**src/rtl/fifo_ctl_flags.sv**
```systemverilog
// ============================================================================
// Module      : fifo_ctl_flags
// Description : Parametrised single-clock FIFO with size/space counters,
//               almost-full/empty flags, flush, sticky error flags and
//               a registered read port with a valid strobe.
// Revision    : 1.0 - initial release
// ============================================================================
`default_nettype none

module fifo_ctl_flags #(
    parameter int DATA_WIDTH = 8,
    parameter int DEPTH      = 4,
    parameter int AF_LEVEL   = 3,
    parameter int AE_LEVEL   = 1,
    localparam int PTR_W     = (DEPTH > 2) ? $clog2(DEPTH) : 1,
    localparam int CNT_W     = $clog2(DEPTH + 1)
) (
    input  logic                  clk,
    input  logic                  rst_n,
    input  logic                  flush,
    input  logic [DATA_WIDTH-1:0] dataIn_data,
    input  logic                  dataIn_en,
    output logic                  dataIn_wait,
    output logic [DATA_WIDTH-1:0] dataOut_data,
    input  logic                  dataOut_en,
    output logic                  dataOut_wait,
    output logic                  dataOut_vld,
    output logic [CNT_W-1:0]      size,
    output logic [CNT_W-1:0]      space,
    output logic                  almost_full,
    output logic                  almost_empty,
    output logic                  overflow,
    output logic                  underflow
);

    localparam logic [CNT_W-1:0] DEPTH_C  = CNT_W'(DEPTH);
    localparam logic [CNT_W-1:0] AF_C     = CNT_W'(AF_LEVEL);
    localparam logic [CNT_W-1:0] AE_C     = CNT_W'(AE_LEVEL);
    localparam logic [CNT_W-1:0] CNT_ONE  = CNT_W'(1);
    localparam logic [PTR_W-1:0] PTR_LAST = PTR_W'(DEPTH - 1);
    localparam logic [PTR_W-1:0] PTR_ONE  = PTR_W'(1);

    logic [DATA_WIDTH-1:0] mem [DEPTH];

    logic [PTR_W-1:0]      wr_ptr_q, wr_ptr_d;
    logic [PTR_W-1:0]      rd_ptr_q, rd_ptr_d;
    logic [CNT_W-1:0]      size_q, size_d;
    logic [DATA_WIDTH-1:0] dout_q, dout_d;
    logic                  vld_q, vld_d;
    logic                  ovf_q, ovf_d;
    logic                  unf_q, unf_d;

    logic                  wr_acc;
    logic                  rd_acc;

    // Handshake flags come from stored state only, never from the requests.
    assign dataIn_wait  = (size_q == DEPTH_C);
    assign dataOut_wait = (size_q == '0);

    assign wr_acc = dataIn_en  & ~dataIn_wait  & ~flush;
    assign rd_acc = dataOut_en & ~dataOut_wait & ~flush;

    always_comb begin
        wr_ptr_d = wr_ptr_q;
        rd_ptr_d = rd_ptr_q;
        size_d   = size_q;
        dout_d   = dout_q;
        vld_d    = 1'b0;
        ovf_d    = ovf_q | (dataIn_en & dataIn_wait);
        unf_d    = unf_q | (dataOut_en & dataOut_wait);

        if (flush) begin
            wr_ptr_d = '0;
            rd_ptr_d = '0;
            size_d   = '0;
            ovf_d    = 1'b0;
            unf_d    = 1'b0;
        end else begin
            // Explicit wrap keeps non-power-of-two depths inside the array.
            if (wr_acc) begin
                wr_ptr_d = (wr_ptr_q == PTR_LAST) ? '0 : wr_ptr_q + PTR_ONE;
            end
            if (rd_acc) begin
                rd_ptr_d = (rd_ptr_q == PTR_LAST) ? '0 : rd_ptr_q + PTR_ONE;
                dout_d   = mem[rd_ptr_q];
                vld_d    = 1'b1;
            end
            if (wr_acc && !rd_acc) begin
                size_d = size_q + CNT_ONE;
            end else if (rd_acc && !wr_acc) begin
                size_d = size_q - CNT_ONE;
            end
        end
    end

    always_ff @(posedge clk) begin
        if (!rst_n) begin
            wr_ptr_q <= '0;
            rd_ptr_q <= '0;
            size_q   <= '0;
            dout_q   <= '0;
            vld_q    <= 1'b0;
            ovf_q    <= 1'b0;
            unf_q    <= 1'b0;
        end else begin
            wr_ptr_q <= wr_ptr_d;
            rd_ptr_q <= rd_ptr_d;
            size_q   <= size_d;
            dout_q   <= dout_d;
            vld_q    <= vld_d;
            ovf_q    <= ovf_d;
            unf_q    <= unf_d;
        end
    end

    // Storage has no reset so it maps onto block RAM.
    always_ff @(posedge clk) begin
        if (rst_n && wr_acc) begin
            mem[wr_ptr_q] <= dataIn_data;
        end
    end

    assign dataOut_data = dout_q;
    assign dataOut_vld  = vld_q;
    assign size         = size_q;
    assign space        = DEPTH_C - size_q;
    assign almost_full  = (size_q >= AF_C);
    assign almost_empty = (size_q <= AE_C);
    assign overflow     = ovf_q;
    assign underflow    = unf_q;

endmodule

`default_nettype wire

```
**config.mk**
```make
export PLATFORM = sky130hd
export DESIGN_NAME = fifo_ctl_flags
export DESIGN_NICKNAME = d
export VERILOG_FILES = /design/src/rtl/fifo_ctl_flags.sv
export SDC_FILE = /design/constraint.sdc
export NUM_CORES = 1
export LEC_CHECK = 0
export CORE_ASPECT_RATIO = 0.75
export CORE_MARGIN = 2
export CORE_UTILIZATION = 50
export CTS_BUF_LIST = sky130_fd_sc_hd__clkbuf_8
export DETAILED_ROUTE_END_ITERATION = 16
export GPL_TIMING_DRIVEN = 0
export PLACE_DENSITY = 0.79
export SETUP_SLACK_MARGIN = 0.4
export SLEW_MARGIN = 15
export SYNTH_ARGS = -nofsm -noshare
export SYNTH_HDL_FRONTEND = slang
export SYNTH_SLANG_ARGS = --single-unit
```
**constraint.sdc**
```tcl
create_clock -name clk -period 3.4 [get_ports clk]
set_input_delay 0.34 -clock clk [delete_from_list [all_inputs] [get_ports clk]]
set_output_delay 0.34 -clock clk [all_outputs]
set_load 0.02 [all_outputs]
```
==> results.sh <==
export IMPL_timing_hold_ws_ns=0.3831
export IMPL_multiInputGateArea_um2=709.4
export IMPL_ctsHoldBuffers=0
export IMPL_crit_required_ns=3.06
export IMPL_outcome="finished, final reports clean"
export IMPL_firstDrtPassIters=4
export IMPL_overflow=0
export IMPL_synth_top_area_cell="edfxtp_1"
export IMPL_crit_buf_inv=3
export IMPL_htreeDepth=2
export IMPL_critPathArrivalTime_ns=2.02
export IMPL_whs_path_depth=3
export IMPL_r2r_slack_ns=1.05
export IMPL_fin_nets=209
export IMPL_synth_net_count=170
export IMPL_finalCritPeriodShare=0.6942
export IMPL_gp_congestion=0.7803
export IMPL_timing_final_max_slew_violations=0
export IMPL_port_buffers=32
export IMPL_rsz0062_at_grt="false"
export IMPL_final_cell_mix="32 x clkdlybuf4s50_1, 32 x edfxtp_1, 18 x dfxtp_1, 14 x nand2_1, 13 x ha_1"
export IMPL_synthDistinctLibCells=28
export IMPL_syn_cell_area_um2=2108
export IMPL_path_clk_slew_ns=0.08
export IMPL_ir_drop_uv=215.8
export IMPL_num_vias=1243
export IMPL_vias_per_cell=5.201
export IMPL_die_area_um2=4757
export IMPL_rr_startpoint="size[0]$_SDFFE_PP0P_"
export IMPL_regArea_um2=1321
export IMPL_hold_class="input pin to flip-flop"
export IMPL_area_growth_syn_to_layout_pct=22.79
export IMPL_rows=20
export IMPL_p_per_area_nw_per_um2=431.0
export IMPL_ys_warnings_count=0
export IMPL_fp_coreArea_um2=4054
export IMPL_dpl_cell_area_um2=2497
export IMPL_worst_path_stages=5
export IMPL_p_leak_nw=0.8811
export IMPL_syn_avg_cell_area_um2=14.64
export IMPL_worst_slew_pin_slew_ns=0.5281
export IMPL_drcViolationCount=0
export IMPL_grt_pass1_vias=1215
export IMPL_setup_worst_path_end_class="output port"
export IMPL_post_cts_resized=0
export IMPL_yosys_top_cells_area="edfxtp_1 46%, dfxtp_1 17%, mux4_2 8.5%"
export IMPL_postSynthCellCount=144
export IMPL_fin_area_um2=2589
export IMPL_cp_slowest_cell="clkdlybuf4s50_1"
export IMPL_drtIter0Drc=101
export IMPL_start_util=0.5201
export IMPL_die_w_um=78.98
export IMPL_synth_top_area_share=0.4558
export IMPL_grt_pass1_wl_mm=5.658
export IMPL_start_kind="flip-flop"
export IMPL_dp_hpwl_mm=2.647
export IMPL_wl_per_cell_um=14.80
export IMPL_slew_limit_headroom=0.6479
export IMPL_whs_endpoint="dataOut_data[6]$_SDFFE_PN0P_"
export IMPL_fmax_mhz=423.7
export IMPL_finalHoldViolCount=0
export IMPL_cpLargestDelayFamily="buffers and inverters"
export IMPL_grt_total_usage=0.1639
export IMPL_io_pins=34
export IMPL_diodes=0
export IMPL_setup_tns_ns=0
export IMPL_routed_wl_mm=3.537
export IMPL_postLayoutCoreUtil=0.6386
export IMPL_grt_max_degree=15
export IMPL_hp_start="rst_n"
export IMPL_clk_path_buf_depth=2
export IMPL_drive_gt1_frac=0.1413
export IMPL_worstPathCellList="inv_1 -> ha_1 -> ha_1 -> inv_1 -> clkdlybuf4s50_1"
export IMPL_cts_made_buffers=5
export IMPL_maxCapViolCount=0
export IMPL_synth_seq_cells=50
export IMPL_fillCellCount=322
export IMPL_critPathMaxFanout=6
export IMPL_seq_area_frac_synth=0.6267
export IMPL_r2r_end="size[2]$_SDFFE_PP0P_"
export IMPL_setup_viol_count_final=0
export IMPL_postCtsSetupRepairBufs=0
export IMPL_skew_ns=0.004945
export IMPL_clock_latency_ns=0.29
export IMPL_fin_crit_ns=2.360
export IMPL_cts_sinks=50
export IMPL_max_stage_delay_ns=0.59
export IMPL_antenna_found_initial=0
export IMPL_worst_setup_path_type="flip-flop to output port"
export IMPL_cts_root_buf="clkbuf_8"
export IMPL_ff2ff_path_depth=8
export IMPL_tritoncts="built"
export IMPL_fp_dieH_um=60.24
export IMPL_ant_nets=0
Yosys cell counts:
master / count
a21oi_1: 7
or3_1: 1
mux2i_1: 2
o21ai_0: 1
xor2_1: 1
a311oi_1: 1
nor2_1: 8
o2bb2ai_1: 9
edfxtp_1: 32
mux4_2: 8
nor3b_1: 1
and2_4: 1
nand2b_1: 2
nor3b_2: 2
nand2_1: 14
ha_1: 13
xnor2_1: 1
buf_4: 3
inv_1: 7
buf_6: 1
nor3b_4: 1
dfxtp_1: 18
nor2b_1: 1
a32oi_1: 1
and2_1: 4
buf_1: 1
buf_2: 2
inv_2: 1
power breakdown:
group / internal [mW] / total [mW] / switching, mW
Clock: 0.161 / 0.335 / 0.174
Sequential: 0.654 / 0.660 / 0.00625
Combinational: 0.0593 / 0.120 / 0.0606
per-stage QoR:
stage / total power [mW] / cells / setup slack [ns]
6_report: 1.116 / 239 / 1.040
5_1_grt: 1.162 / 239 / 0.8771
2_1_floorplan: 0.7403 / 144 / 1.064
3_5_place_dp: 0.7948 / 231 / 1.021
4_1_cts: 1.128 / 239 / 1.023
3_3_place_gp: 0.7898 / 231 / 1.118
metal layers:
metal | vias to the layer above | wire length (um) | global-route usage
li1 | 599 | - | -
met1 | 608 | 1563 | 0.2100
met2 | 31 | 1763 | 0.2724
met3 | 5 | 163 | 0.04532
met4 | 0 | 46 | 0.05911
met5 | - | 0 | 0
logic make-up (layout without fill, tap and decap cells):
| family | after synthesis | count (layout) | share of synthesized area |
|---|---|---|---|
| XOR/XNOR | 2 | 2 | 0.008310 |
| multiplexers | 10 | 10 | 0.09495 |
| AO/OA/AOI/OAI | 19 | 19 | 0.06469 |
| AND/OR/NAND/NOR | 35 | 35 | 0.09140 |
| adder cells (fa/ha/maj) | 13 | 13 | 0.07715 |
| buffers and inverters | 15 | 55 | 0.03679 |
| flip-flops | 50 | 50 | 0.6267 |
final cells by class:
class,count,share of cell area
inverter,8,0.01160
clock buffer,6,0.03190
sequential,50,0.5104
buffer,7,0.01837
timing repair buffer,32,0.1237
tap,55,0.02658
clock inverter,2,0.003383
multi-input combinational,79,0.2740
tightest hold or removal path, delay by kind of cell:
kind / cells / cell delay (ns)
AND/OR/NAND/NOR: 1 / 0.08
AO/OA/AOI/OAI: 1 / 0.06
buffers and inverters: 1 / 0.16
worst max path at each step:
stage / startpoint / end / slack, ns
after floorplan: size[0]$_SDFFE_PP0P_ / size[0]$_SDFFE_PP0P_ / 1.06
after global placement: flush / mem[0][2]$_DFFE_PP_ / 1.12
after detailed placement: flush / mem[3][2]$_DFFE_PP_ / 1.02
after CTS: size[0]$_SDFFE_PP0P_ / space[2] / 1.02
after global routing: size[0]$_SDFFE_PP0P_ / size[2]$_SDFFE_PP0P_ / 0.88
final: size[0]$_SDFFE_PP0P_ / space[2] / 1.04
registers in the layout, indices dropped and copies added (netlist names):
name,flops
wr_ptr_q,2
dataOut_data,8
dataOut_vld,1
mem,32
rd_ptr_q,2
underflow,1
overflow,1
size,3
(Power assumes the default switching activity.)
